--- src/rtl/intersection_pkg.sv ---
// Shared phase encoding and direction constants for the intersection scheduler.
package intersection_pkg;

  typedef enum logic [2:0] {
    PhArToNs = 3'd0,
    PhNsG    = 3'd1,
    PhNsY    = 3'd2,
    PhArToEw = 3'd3,
    PhEwG    = 3'd4,
    PhEwY    = 3'd5,
    PhWalk   = 3'd6
  } phase_e;

  localparam logic DirNs = 1'b0;
  localparam logic DirEw = 1'b1;

endpackage

--- src/rtl/intersection_phase_scheduler_if.sv ---
// Detector/button inputs, lamp outputs and status of the intersection scheduler.
interface intersection_phase_scheduler_if;
  logic       tick;
  logic       ns_car;
  logic       ew_car;
  logic       ped_req;
  logic       ns_red;
  logic       ns_yellow;
  logic       ns_green;
  logic       ew_red;
  logic       ew_yellow;
  logic       ew_green;
  logic       walk;
  logic       ped_ack;
  logic [2:0] phase;

  modport master (
    output tick, ns_car, ew_car, ped_req,
    input  ns_red, ns_yellow, ns_green, ew_red, ew_yellow, ew_green, walk, ped_ack, phase
  );

  modport slave (
    input  tick, ns_car, ew_car, ped_req,
    output ns_red, ns_yellow, ns_green, ew_red, ew_yellow, ew_green, walk, ped_ack, phase
  );
endinterface

--- src/rtl/phase_timer.sv ---
// Loadable down-counter advancing on tick; expired when a tick lands on zero.
module phase_timer #(
  parameter int unsigned    TW      = 8,
  parameter logic [TW-1:0]  RST_VAL = '0
) (
  input  logic          clk,
  input  logic          reset,
  input  logic          load,
  input  logic [TW-1:0] load_val,
  input  logic          tick,
  output logic          expired
);

  logic [TW-1:0] cnt_q;

  always_ff @(posedge clk or posedge reset) begin
    if (reset) begin
      cnt_q <= RST_VAL;
    end else if (load) begin
      cnt_q <= load_val;
    end else if (tick && (cnt_q != '0)) begin
      cnt_q <= cnt_q - TW'(1);
    end
  end

  assign expired = tick && (cnt_q == '0);

endmodule

--- src/rtl/intersection_phase_scheduler.sv ---
// Two-road traffic phase FSM with green rest on no cross demand and pedestrian WALK insertion.
module intersection_phase_scheduler
  import intersection_pkg::*;
#(
  parameter int unsigned GREEN_TICKS  = 8,
  parameter int unsigned YELLOW_TICKS = 3,
  parameter int unsigned ALLRED_TICKS = 2,
  parameter int unsigned WALK_TICKS   = 6,
  parameter int unsigned TW           = 8
) (
  input logic                          clk,
  input logic                          reset,
  intersection_phase_scheduler_if.slave bus
);

  phase_e        state_q, state_d;
  logic          ped_pending_q, ped_pending_d;
  logic          next_dir_q, next_dir_d;
  logic          ped_ack_q, ped_ack_d;
  logic          load, expired;
  logic [TW-1:0] load_val;

  function automatic logic [TW-1:0] dur_m1(phase_e p);
    case (p)
      PhNsG, PhEwG: dur_m1 = TW'(GREEN_TICKS - 1);
      PhNsY, PhEwY: dur_m1 = TW'(YELLOW_TICKS - 1);
      PhWalk:       dur_m1 = TW'(WALK_TICKS - 1);
      default:      dur_m1 = TW'(ALLRED_TICKS - 1);
    endcase
  endfunction

  phase_timer #(
    .TW      (TW),
    .RST_VAL (TW'(ALLRED_TICKS - 1))
  ) u_timer (
    .clk      (clk),
    .reset    (reset),
    .load     (load),
    .load_val (load_val),
    .tick     (bus.tick),
    .expired  (expired)
  );

  always_comb begin
    state_d       = state_q;
    next_dir_d    = next_dir_q;
    ped_pending_d = ped_pending_q | bus.ped_req;
    ped_ack_d     = 1'b0;
    case (state_q)
      PhArToNs: if (expired) begin
        if (ped_pending_q) begin
          state_d       = PhWalk;
          next_dir_d    = DirNs;
          ped_ack_d     = 1'b1;
          // A request in the serving cycle must survive the clear.
          ped_pending_d = bus.ped_req;
        end else begin
          state_d = PhNsG;
        end
      end
      PhNsG: if (expired && (bus.ew_car || ped_pending_q)) state_d = PhNsY;
      PhNsY: if (expired) state_d = PhArToEw;
      PhArToEw: if (expired) begin
        if (ped_pending_q) begin
          state_d       = PhWalk;
          next_dir_d    = DirEw;
          ped_ack_d     = 1'b1;
          ped_pending_d = bus.ped_req;
        end else begin
          state_d = PhEwG;
        end
      end
      PhEwG: if (expired && (bus.ns_car || ped_pending_q)) state_d = PhEwY;
      PhEwY: if (expired) state_d = PhArToNs;
      PhWalk: if (expired) state_d = (next_dir_q == DirNs) ? PhNsG : PhEwG;
      default: state_d = PhArToNs;
    endcase
    // Resting in green keeps the timer at zero since no reload happens.
    load     = (state_d != state_q);
    load_val = dur_m1(state_d);
  end

  always_ff @(posedge clk or posedge reset) begin
    if (reset) begin
      state_q       <= PhArToNs;
      ped_pending_q <= 1'b0;
      next_dir_q    <= DirNs;
      ped_ack_q     <= 1'b0;
    end else begin
      state_q       <= state_d;
      ped_pending_q <= ped_pending_d;
      next_dir_q    <= next_dir_d;
      ped_ack_q     <= ped_ack_d;
    end
  end

  always_comb begin
    bus.ns_red    = 1'b1;
    bus.ns_yellow = 1'b0;
    bus.ns_green  = 1'b0;
    bus.ew_red    = 1'b1;
    bus.ew_yellow = 1'b0;
    bus.ew_green  = 1'b0;
    case (state_q)
      PhNsG: begin bus.ns_red = 1'b0; bus.ns_green  = 1'b1; end
      PhNsY: begin bus.ns_red = 1'b0; bus.ns_yellow = 1'b1; end
      PhEwG: begin bus.ew_red = 1'b0; bus.ew_green  = 1'b1; end
      PhEwY: begin bus.ew_red = 1'b0; bus.ew_yellow = 1'b1; end
      default: ;
    endcase
  end

  assign bus.walk    = (state_q == PhWalk);
  assign bus.ped_ack = ped_ack_q;
  assign bus.phase   = state_q;

endmodule

--- src/flat_wrapper.sv ---
// flat-port wrapper written by rule: the top's interface ports become plain ports
module intersection_phase_scheduler_flat import intersection_pkg::*;
#(
  parameter int unsigned GREEN_TICKS  = 8,
  parameter int unsigned YELLOW_TICKS = 3,
  parameter int unsigned ALLRED_TICKS = 2,
  parameter int unsigned WALK_TICKS   = 6,
  parameter int unsigned TW           = 8
)
  (clk, reset, bus_tick, bus_ns_car, bus_ew_car, bus_ped_req, bus_ns_red, bus_ns_yellow, bus_ns_green, bus_ew_red, bus_ew_yellow, bus_ew_green, bus_walk, bus_ped_ack, bus_phase);
  intersection_phase_scheduler_if bus_i ();
  input logic clk;
  input logic reset;
  input wire logic [$bits(bus_i.tick)-1:0] bus_tick;
  input wire logic [$bits(bus_i.ns_car)-1:0] bus_ns_car;
  input wire logic [$bits(bus_i.ew_car)-1:0] bus_ew_car;
  input wire logic [$bits(bus_i.ped_req)-1:0] bus_ped_req;
  output wire logic [$bits(bus_i.ns_red)-1:0] bus_ns_red;
  output wire logic [$bits(bus_i.ns_yellow)-1:0] bus_ns_yellow;
  output wire logic [$bits(bus_i.ns_green)-1:0] bus_ns_green;
  output wire logic [$bits(bus_i.ew_red)-1:0] bus_ew_red;
  output wire logic [$bits(bus_i.ew_yellow)-1:0] bus_ew_yellow;
  output wire logic [$bits(bus_i.ew_green)-1:0] bus_ew_green;
  output wire logic [$bits(bus_i.walk)-1:0] bus_walk;
  output wire logic [$bits(bus_i.ped_ack)-1:0] bus_ped_ack;
  output wire logic [$bits(bus_i.phase)-1:0] bus_phase;
  assign bus_i.tick = bus_tick;
  assign bus_i.ns_car = bus_ns_car;
  assign bus_i.ew_car = bus_ew_car;
  assign bus_i.ped_req = bus_ped_req;
  assign bus_ns_red = bus_i.ns_red;
  assign bus_ns_yellow = bus_i.ns_yellow;
  assign bus_ns_green = bus_i.ns_green;
  assign bus_ew_red = bus_i.ew_red;
  assign bus_ew_yellow = bus_i.ew_yellow;
  assign bus_ew_green = bus_i.ew_green;
  assign bus_walk = bus_i.walk;
  assign bus_ped_ack = bus_i.ped_ack;
  assign bus_phase = bus_i.phase;
  intersection_phase_scheduler #(.GREEN_TICKS(GREEN_TICKS), .YELLOW_TICKS(YELLOW_TICKS), .ALLRED_TICKS(ALLRED_TICKS), .WALK_TICKS(WALK_TICKS), .TW(TW)) u_core (.clk(clk), .reset(reset), .bus(bus_i));
endmodule
--- config.mk ---
export PLATFORM = sky130hd
export DESIGN_NAME = intersection_phase_scheduler_flat
export DESIGN_NICKNAME = d
export VERILOG_FILES = /design/src/rtl/intersection_pkg.sv /design/src/rtl/intersection_phase_scheduler_if.sv /design/src/rtl/phase_timer.sv /design/src/rtl/intersection_phase_scheduler.sv /design/src/flat_wrapper.sv
export SDC_FILE = /design/constraint.sdc
export NUM_CORES = 1
export LEC_CHECK = 0
export CAP_MARGIN = 10
export CELL_PAD_IN_SITES_DETAIL_PLACEMENT = 0
export CELL_PAD_IN_SITES_GLOBAL_PLACEMENT = 1
export CORE_MARGIN = 4
export CORE_UTILIZATION = 46
export CTS_BUF_LIST = sky130_fd_sc_hd__clkbuf_16
export CTS_CLUSTER_SIZE = 24
export DETAILED_ROUTE_END_ITERATION = 8
export DONT_BUFFER_PORTS = 1
export PLACE_DENSITY_LB_ADDON = 0.05
export SLEW_MARGIN = 20
export SYNTH_ARGS = -nofsm -noshare
export SYNTH_HDL_FRONTEND = slang
export SYNTH_HIERARCHICAL = 1
export SYNTH_SLANG_ARGS = --single-unit
--- constraint.sdc ---
create_clock -name clk -period 3.3 [get_ports clk]
set_clock_uncertainty 0.05 [all_clocks]
set_input_delay 0.495 -clock clk [delete_from_list [all_inputs] [get_ports clk]]
set_output_delay 0.495 -clock clk [all_outputs]
set_load 0.1 [all_outputs]
==> impl_metrics.json, run 1 <==
{
  "outcome": "finished, final reports clean",
  "worst-setup-path-type": "register to register",
  "swShare_pct": 49.0,
  "synth-edff-count": 0,
  "drt_iter0_markers": 36,
  "synth-simple-area-share_pct": 23.0,
  "fillCellCount": 203,
  "ir_worst_vdd_mv": 0.782,
  "async_flop_share_pct": 100,
  "netlist_instances": 128,
  "dp_hpwl_mm": 1.88,
  "place.gp.congestion": 0.787,
  "dieArea_um2": 3190,
  "hold_path_class": "input port to async pin",
  "yosysTopAreaCellShare_pct": 30.1,
  "worst_path_most_repeated_cell": "buf_4",
  "fin_crit_ps": 3030,
  "grt_antenna_before_repair": 0,
  "yosys_warnings": 6,
  "initial_core_util_pct": 48.4,
  "seq_power_share_pct": 24.6,
  "htree_levels": 1,
  "synth_ff_type": "dfrtp_1",
  "dieHeight_um": 56.5,
  "r2r-start": "u_core/u_timer/cnt_q[4]$_DFFE_PP0P_",
  "p_clk_share_pct": 17.4,
  "fin_cells": 171,
  "dp_cells": 166,
  "synth.largest_area_cell": "dfrtp_1",
  "clk_pin_slew_worst_paths_ps": 50,
  "ant_nets": 0,
  "slew_violations": 0,
  "startpoint": "u_core/u_timer/cnt_q[4]$_DFFE_PP0P_",
  "max_freq_ghz": 0.330,
  "synth_cell_types": 49,
  "fin_area_um2": 1350,
  "rows": 17,
  "cts.sinks": 14,
  "drv_cap": 0,
  "track_usage_pct": 17.0,
  "max_stage_delay_ps": 600,
  "critical_path_required_ps": 3380,
  "clock_path_buffers": 2,
  "drive_above_1_share_pct": 25.9,
  "synth_seq_cells": 14,
  "syn_avg_cell_area_um2": 8.45,
  "portBuffers": 0,
  "cts_tree": "built",
  "io_pins": 17,
  "synth_compound_area_share_pct": 29.6,
  "grt_overflow": 0,
  "worstPathMaxFanout": 9,
  "setup_viol": 0,
  "grt_pass1_vias": 833,
  "syn_area_um2": 1080,
  "p_int_uw": 681,
  "synth_top_family_by_area": "compound AO/OA/AOI/OAI gates",
  "fin_crit_sh_pct": 91.7,
  "start_kind": "register",
  "p_comb_share_pct": 58.1,
  "vias_per_cell": 5.80,
  "grt_start_max_net_pins": 18,
  "tightest_slew_ps": 863,
  "path_cells": "or4_4 -> nor3_1 -> buf_4 -> or3b_1 -> o31ai_2 -> a221oi_4 -> xnor2_1 -> a221o_1 -> buf_4 -> mux2_2",
  "first_pass_iters": 4,
  "worstPathArrival_ps": 3110,
  "slew_headroom_pct": 42.5,
  "wl_per_cell_um": 14.3,
  "rsz0062_at_grt": "no",
  "switchingPower_uw": 653,
  "root_buffer": "clkbuf_16",
  "wl_mm": 2.45,
  "crit_path_top_delay_cell": "or4_4",
  "synthTopCellsByArea": "dfrtp_1 (30%), o21ai_0 (5.1%), a21oi_1 (4.6%)",
  "nets": 151,
  "core-area_um2": 2230,
  "whs_ps": 34.8,
  "area_growth_syn_to_layout_pct": 24.7,
  "powerDensity_nw_per_um2": 990,
  "antenna_cells": 0,
  "route.detailed.drc": 0,
  "place_area_um2": 1250,
  "clk_latency_ps": 240,
  "synthAdderAreaFrac_pct": 1.16,
  "final.setup.tns_ps": 0,
  "cts_made_buffers": 3,
  "worstSetupEndpointType": "register",
  "num_vias": 992,
  "yosysSeqAreaShare_pct": 32.5,
  "hold_violations": 0,
  "die_x_um": 56.5,
  "p_leak_uw": 0.000543,
  "synth-xor-area-share_pct": 2.43,
  "synth_mux_area_share_pct": 3.01,
  "grt_pass1_wl_mm": 4.19
}
## power groups by stage
stage	Combinational [uW]	Clock, uW	Sequential [uW]
after floorplan	562	0	353
after global placement	767	0	325
after detailed placement	768	0	326
after CTS	769	238	324
after global routing	836	245	339
final	774	231	328
## state kept, by name, indices dropped and copies added (netlist names)
signal and cells:
u_core/bus.ped_ack 1, u_core/next_dir_q 1, u_core/ped_pending_q 1, u_core/bus.phase 3
u_core/u_timer/cnt_q 8
## per-stage QoR
stage | util (%) | total power (uW) | setup WS, ps
after floorplan | - | 915 | 65.5
after global placement | 55.9 | 1090 | 235
after detailed placement | 55.9 | 1090 | 180
final | 60.3 | 1330 | 273
after global routing | 60.3 | 1420 | 46.0
after CTS | 59.8 | 1330 | 168
## layer usage
layer  GRT usage [%]  routed length, um  vias up
met5               0                  0        -
met4            6.10                 25        0
met3            4.83                160        4
met2            22.8               1110       35
met1            25.4               1150      463
li1                -                  -      490
## placed cells by master, fill, tap and decap left out, drive strengths merged, types with 2 or more instances in the layout
master / instances
or3: 2
inv: 9
or3b: 2
mux2: 2
dfrtp: 13
nor3: 2
nand2: 13
clkbuf: 3
o211ai: 3
o31ai: 2
nand2b: 2
nand3b: 2
nor2b: 2
o22ai: 2
a31oi: 2
a21oi: 10
conb: 5
o21ai: 13
xnor2: 3
a221oi: 2
nor2: 12
and2b: 2
nand3: 2
buf: 14
## Yosys cell counts, types with 2 or more instances
cell type / count
a21oi_1: 10
and2b_1: 2
buf_2: 2
buf_4: 3
clkbuf_1: 2
dfrtp_1: 13
inv_1: 9
mux2_2: 2
nand2_1: 13
nand2b_1: 2
nand3_1: 2
nand3b_1: 2
nor2_1: 12
nor3_1: 2
o211ai_1: 3
o21ai_0: 11
o22ai_1: 2
o31ai_1: 2
or3_1: 2
xnor2_1: 3
## final cells by class
type | count | area, um2 | area share (%)
Multi-Input combinational cell | 101 | 696 | 51.6
Tap cell | 28 | 35.0 | 2.60
Sequential cell | 14 | 352 | 26.1
Clock buffer | 3 | 75.1 | 5.57
Clock inverter | 1 | 3.75 | 0.279
Inverter | 9 | 33.8 | 2.51
Timing Repair Buffer | 15 | 153 | 11.3
## final timing paths
path | slack (ps) | cells after the start | to
setup / recovery | 270 | 10 | u_core/u_timer/cnt_q[4]$_DFFE_PP0P_
hold reg to reg | 510 | 2 | u_core/u_timer/cnt_q[1]$_DFFE_PP0P_
min in group clk | 290 | 1 | u_core/ped_pending_q$_DFF_PP0_
hold / removal | 30 | 1 | u_core/u_timer/cnt_q[3]$_DFFE_PP0P_
setup reg to reg | 270 | 10 | u_core/u_timer/cnt_q[4]$_DFFE_PP0P_
max in group asynchronous | 2470 | 2 | u_core/ped_pending_q$_DFF_PP0_
## critical path: cells and delay by family (launching register included)
kind | cells | cell delay, ps
AOI/OAI and AO/OA | 3 | 710
xor gates and xnor gates | 1 | 160
buffers and inverters | 2 | 350
DFF | 1 | 410
muxes | 1 | 320
and+or+nand+nor | 3 | 920
## cell families (layout without fill, tap and decap cells)
kind of cell / Yosys count / after routing
simple gates: 46 / 46
mux: 3 / 3
flops: 14 / 14
other cells: 1 / 5
buf+inv: 17 / 28
compound gates: 43 / 43
xor+xnor: 3 / 3
fa+ha+maj: 1 / 1
## repair_timing
action / in CTS / in global routing
endpoints found under the setup margin: 0 / 1
hold buffers: 1 / 0
buffers inserted: 0 / 0
endpoints found under the hold margin: 6 / 0
resized for setup: 0 / 2
No activity file was read; power rests on OpenSTA's default activity.
==> inputs of run 2 (changes only) <==
--- a/config.mk
+++ b/config.mk
@@ -9,7 +9,7 @@
 export CELL_PAD_IN_SITES_DETAIL_PLACEMENT = 0
 export CELL_PAD_IN_SITES_GLOBAL_PLACEMENT = 1
 export CORE_MARGIN = 4
-export CORE_UTILIZATION = 46
+export CORE_UTILIZATION = 40
 export CTS_BUF_LIST = sky130_fd_sc_hd__clkbuf_16
 export CTS_CLUSTER_SIZE = 24
 export DETAILED_ROUTE_END_ITERATION = 8
@@ -18,5 +18,4 @@
 export SLEW_MARGIN = 20
 export SYNTH_ARGS = -nofsm -noshare
 export SYNTH_HDL_FRONTEND = slang
-export SYNTH_HIERARCHICAL = 1
 export SYNTH_SLANG_ARGS = --single-unit
==> impl_metrics.json, run 2 <==
{
  "netlist_instances": 115,
  "grt_pass1_wl_mm": 3.91,
  "place_area_um2": 1130,
  "rows": 17,
  "drv_cap": 0,
  "netlist_top_cells_count": "nor2_1 (15), dfrtp_1 (13), inv_1 (7), nand2_1 (7), a31oi_1 (6)",
  "max_stage_delay_ps": 550,
  "route.detailed.drc": 0,
  "wl_per_cell_um": 14.8,
  "cts_tree": "built",
  "outcome": "finished, final reports clean",
  "htree_levels": 1,
  "clk_latency_ps": 250,
  "num_vias": 855,
  "synthTopCellsByArea": "dfrtp_1 (33%), nor2_1 (5.7%), xnor2_1 (4.5%)",
  "synth_ff_type": "dfrtp_1",
  "portBuffers": 0,
  "yosys_warnings": 0,
  "yosysSeqAreaShare_pct": 35.8,
  "fin_area_um2": 1210,
  "antenna_cells": 0,
  "slew_violations": 0,
  "async_flop_share_pct": 100,
  "syn_area_um2": 981,
  "dp_hpwl_mm": 1.69,
  "yosysMostFrequentCell": "nor2_1",
  "synth-edff-count": 0,
  "place.gp.congestion": 0.785,
  "dieArea_um2": 3310,
  "synth_nets": 123,
  "worst_path_most_repeated_cell": "buf_4",
  "yosysTopAreaCellShare_pct": 33.2,
  "hold_path_class": "input port to async pin",
  "cts_made_buffers": 3,
  "cts.sinks": 14,
  "ant_nets": 0,
  "die_x_um": 57.5,
  "wl_mm": 2.26,
  "hold_violations": 0,
  "nets": 133,
  "ctsHoldBuffers": 0,
  "final_util_pct": 53.1,
  "cts-resized-gates": 0,
  "grt_start_max_net_pins": 16,
  "path_cells": "buf_4 -> inv_1 -> nor2_2 -> buf_4",
  "tightest_slew_ps": 862,
  "worst-setup-path-type": "register to primary output",
  "synth_seq_cells": 14,
  "initial_core_util_pct": 43.1,
  "drt_iter0_markers": 13,
  "worstPathMaxFanout": 14,
  "vias_per_cell": 5.63,
  "crit_path_top_delay_cell": "dfrtp_2",
  "start_kind": "register",
  "final_common_cell": "dfrtp_1",
  "first_pass_iters": 4,
  "clock_path_buffers": 2,
  "critical_path_required_ps": 2750,
  "final.setup.tns_ps": 0,
  "grt_pass1_vias": 821,
  "worstPathArrival_ps": 1940,
  "track_usage_pct": 15.2,
  "whs_ps": 131,
  "synth.largest_area_cell": "dfrtp_1",
  "area_growth_syn_to_layout_pct": 23.2,
  "root_buffer": "clkbuf_16",
  "clk_pin_slew_worst_paths_ps": 50,
  "synth_cell_types": 45,
  "slew_headroom_pct": 42.6,
  "max_freq_ghz": 0.402,
  "core-area_um2": 2280,
  "grt_overflow": 0,
  "fin_crit_sh_pct": 75.4,
  "largest-register": "u_core.u_timer.cnt_q",
  "syn_avg_cell_area_um2": 8.53,
  "setup_viol": 0,
  "rsz0062_at_grt": "no",
  "grt_antenna_before_repair": 0,
  "dieHeight_um": 57.5,
  "fin_crit_ps": 2490,
  "layout_common_cells": "dfrtp_1 (12), nor2_1 (11), buf_4 (8)",
  "io_pins": 17,
  "largest_reg_flops": 8,
  "worstSetupEndpointType": "primary output",
  "post-cts-setup-buffers": 0,
  "drive_above_1_share_pct": 24.2,
  "fillCellCount": 219
}
run 2: logic make-up (layout without fill, tap and decap cells):
group	Yosys count	in the layout	synth area share, %
buffers and inverters	13	22	5.10
adders and majority gates	2	2	2.55
DFF	14	14	35.8
AOI/OAI and AO/OA	29	29	20.5
xor gates and xnor gates	10	10	8.93
and+or+nand+nor	47	47	27.0
run 2: path summary, 6_finish.rpt:
kind | slack [ps] | end | from | cells after the start
worst max-delay path | 810 | bus_ns_green | u_core.bus.phase[0]$_DFF_PP0_ | 4
worst min-delay path | 130 | u_core.bus.ped_ack$_DFF_PP0_ | reset | 1
worst max register to register | 910 | u_core.u_timer.cnt_q[3]$_DFFE_PP0P_ | u_core.u_timer.cnt_q[2]$_DFFE_PP0P_ | 6
worst min register to register | 540 | u_core.u_timer.cnt_q[7]$_DFFE_PP0P_ | u_core.u_timer.cnt_q[7]$_DFFE_PP0P_ | 2
max in group asynchronous | 2670 | u_core.bus.phase[0]$_DFF_PP0_ | reset | 1
min in group clk | 300 | u_core.ped_pending_q$_DFF_PP0_ | bus_ped_req | 1
run 2: metrics by stage:
| step | setup slack [ps] | cells |
|---|---|---|
| 2_1_floorplan | -593 | 115 |
| 3_3_place_gp | 1010 | 148 |
| 3_5_place_dp | 918 | 148 |
| 4_1_cts | 792 | 152 |
| 5_1_grt | 676 | 152 |
| 6_report | 812 | 152 |
run 2: final cells by class:
type                            count  area (um2)  area share [%]
Timing Repair Buffer               10         100            8.28
Clock buffer                        3        75.1            6.21
Inverter                            8        30.0            2.48
Clock inverter                      1        3.75           0.311
Tap cell                           28        35.0            2.90
Sequential cell                    14         353            29.2
Multi-Input combinational cell     88         612            50.6
run 2: worst max-delay path, delay by kind of cell, from the launching register on:
kind	cells	cell delay (ps)
buffers and inverters	3	950
AND/OR/NAND/NOR	1	190
flip-flops	1	550
run 2: per-layer routing:
metal / global-route usage [%] / part of all wire [%] / up-vias
li1: - / - / 423
met1: 20.7 / 48 / 415
met2: 23.4 / 46 / 12
met3: 4.52 / 4.1 / 5
met4: 3.97 / 1.2 / 0
met5: 0 / 0 / -
Power of run 2 is left out: the tool's default activity adds up to more than one toggle a clock period on the data nets, which glitch-free logic cannot reach.
==> inputs of run 3 (changes only) <==
==> constraint.sdc (replaced) <==
create_clock -name clk -period 2.6 [get_ports clk]
set_clock_uncertainty 0.05 [all_clocks]
set_input_delay 0.39 -clock clk [delete_from_list [all_inputs] [get_ports clk]]
set_output_delay 0.39 -clock clk [all_outputs]
set_load 0.1 [all_outputs]
==> impl_metrics.json, run 3 (synthesis results as in run 2) <==
{
  "setup_viol": 0,
  "vias_per_cell": 5.60,
  "dieHeight_um": 57.5,
  "area_growth_syn_to_layout_pct": 29.1,
  "ctsHoldBuffers": 0,
  "post-cts-setup-buffers": 0,
  "nets": 135,
  "die_x_um": 57.5,
  "drive_above_1_share_pct": 27.8,
  "slew_headroom_pct": 42.7,
  "first_pass_iters": 4,
  "worstPathMaxFanout": 6,
  "drt_iter0_markers": 37,
  "route.detailed.drc": 0,
  "place_area_um2": 1190,
  "worst_slack_ps": 289,
  "portBuffers": 0,
  "crit_path_top_delay_cell": "a211oi_1",
  "grt_antenna_before_repair": 0,
  "final_common_cell": "nor2_1",
  "wl_per_cell_um": 14.1,
  "antenna_cells": 0,
  "final.setup.tns_ps": 0,
  "grt_start_max_net_pins": 16,
  "outcome": "finished, final reports clean",
  "max_stage_delay_ps": 580,
  "root_buffer": "clkbuf_16",
  "grt_pass1_vias": 769,
  "cts.sinks": 14,
  "grt_pass1_wl_mm": 3.64,
  "critPathBufInv": 1,
  "worstPathArrival_ps": 2370,
  "worstSetupEndpointType": "register",
  "track_usage_pct": 14.5,
  "r2r_cells": 8,
  "largest-register": "u_core.u_timer.cnt_q",
  "num_vias": 862,
  "max_freq_ghz": 0.433,
  "clock_path_buffers": 2,
  "worst-setup-path-type": "register to register",
  "wl_mm": 2.18,
  "hold_violations": 0,
  "fin_crit_ps": 2310,
  "r2r_slack_ps": 290,
  "dpl_worst_slack_ps": 299,
  "path_delay_family": "compound AO/OA/AOI/OAI gates",
  "layout_common_cells": "nor2_1 (11), dfrtp_1 (10), buf_4 (9)",
  "tightest_slew_ps": 860,
  "ant_nets": 0,
  "cts_tree": "built",
  "dp_hpwl_mm": 1.64,
  "rsz0062_at_grt": "no",
  "largest_reg_flops": 8,
  "fin_crit_sh_pct": 88.9,
  "critical_path_required_ps": 2660,
  "slew_violations": 0,
  "dieArea_um2": 3310,
  "hold_path_class": "input port to async pin",
  "rows": 17,
  "path_depth": 8,
  "initial_core_util_pct": 43.1,
  "core-area_um2": 2280,
  "place.gp.congestion": 0.826,
  "clk_pin_slew_worst_paths_ps": 50,
  "start_kind": "register",
  "htree_levels": 1,
  "clk_latency_ps": 250,
  "cts_made_buffers": 3,
  "cts-resized-gates": 0,
  "drv_cap": 0,
  "io_pins": 17,
  "grt_overflow": 0,
  "path_cells": "inv_1 -> ha_1 -> and4bb_2 -> nand2_2 -> a211oi_1 -> a21oi_2 -> o21ai_1 -> nor2_1",
  "fin_area_um2": 1270
}
==> run 3: cell types whose count changed in the layout (fill, tap and decap cells not counted) <==
cell	change
nand2b_1	-1
dfrtp_4	+2
dfrtp_1	-2
buf_12	+1
nand2b_2	+1
inv_1	+1
buf_4	+1
clkinv_1	-1
nor2_4	+4
nor2_2	-4
==> run 3: layout make-up <==
class / count / area [um2]
inverter: 8 / 30.0
clock buffer: 3 / 75.1
clock inverter: 1 / 3.75
tap: 28 / 35.0
multi-input combinational: 88 / 634
sequential: 14 / 360
fill: 192 / 1010
timing repair buffer: 12 / 128
==> run 3: path summary, 6_finish.rpt <==
kind	from	end
min in group clk	bus_ped_req	u_core.ped_pending_q$_DFF_PP0_
setup / recovery	u_core.u_timer.cnt_q[1]$_DFFE_PP0P_	u_core.u_timer.cnt_q[3]$_DFFE_PP0P_
hold reg to reg	u_core.next_dir_q$_DFFE_PP0P_	u_core.next_dir_q$_DFFE_PP0P_
setup reg to reg	u_core.u_timer.cnt_q[1]$_DFFE_PP0P_	u_core.u_timer.cnt_q[3]$_DFFE_PP0P_
hold / removal	reset	u_core.bus.ped_ack$_DFF_PP0_
max in group asynchronous	reset	u_core.bus.phase[0]$_DFF_PP0_
==> run 3: metrics by stage <==
stage,std cells,hold WS [ps],util [%]
finish,154,35.3,55.6
floorplan,115,228,-
global route,154,96.4,55.6
CTS,154,55.1,55.6
detailed placement,150,316,52.2
global placement,150,303,52.2
==> run 3: worst reg2reg max path, cell delays in order (launching register included) <==
cell and delay (ps):
dfrtp_1 390, inv_1 80, ha_1 140, and4bb_2 310, nand2_2 110, a211oi_1 580
a21oi_2 80, o21ai_1 330, nor2_1 90
==> run 3: layer usage <==
| metal | GRT usage (%) | vias to the layer above | part of all wire, % |
|---|---|---|---|
| li1 | - | 428 | - |
| met1 | 19.4 | 416 | 48 |
| met2 | 20.8 | 14 | 47 |
| met3 | 5.20 | 4 | 4.2 |
| met4 | 5.96 | 0 | 1.1 |
| met5 | 0 | - | 0 |
Power of run 3 is left out for the same reason.
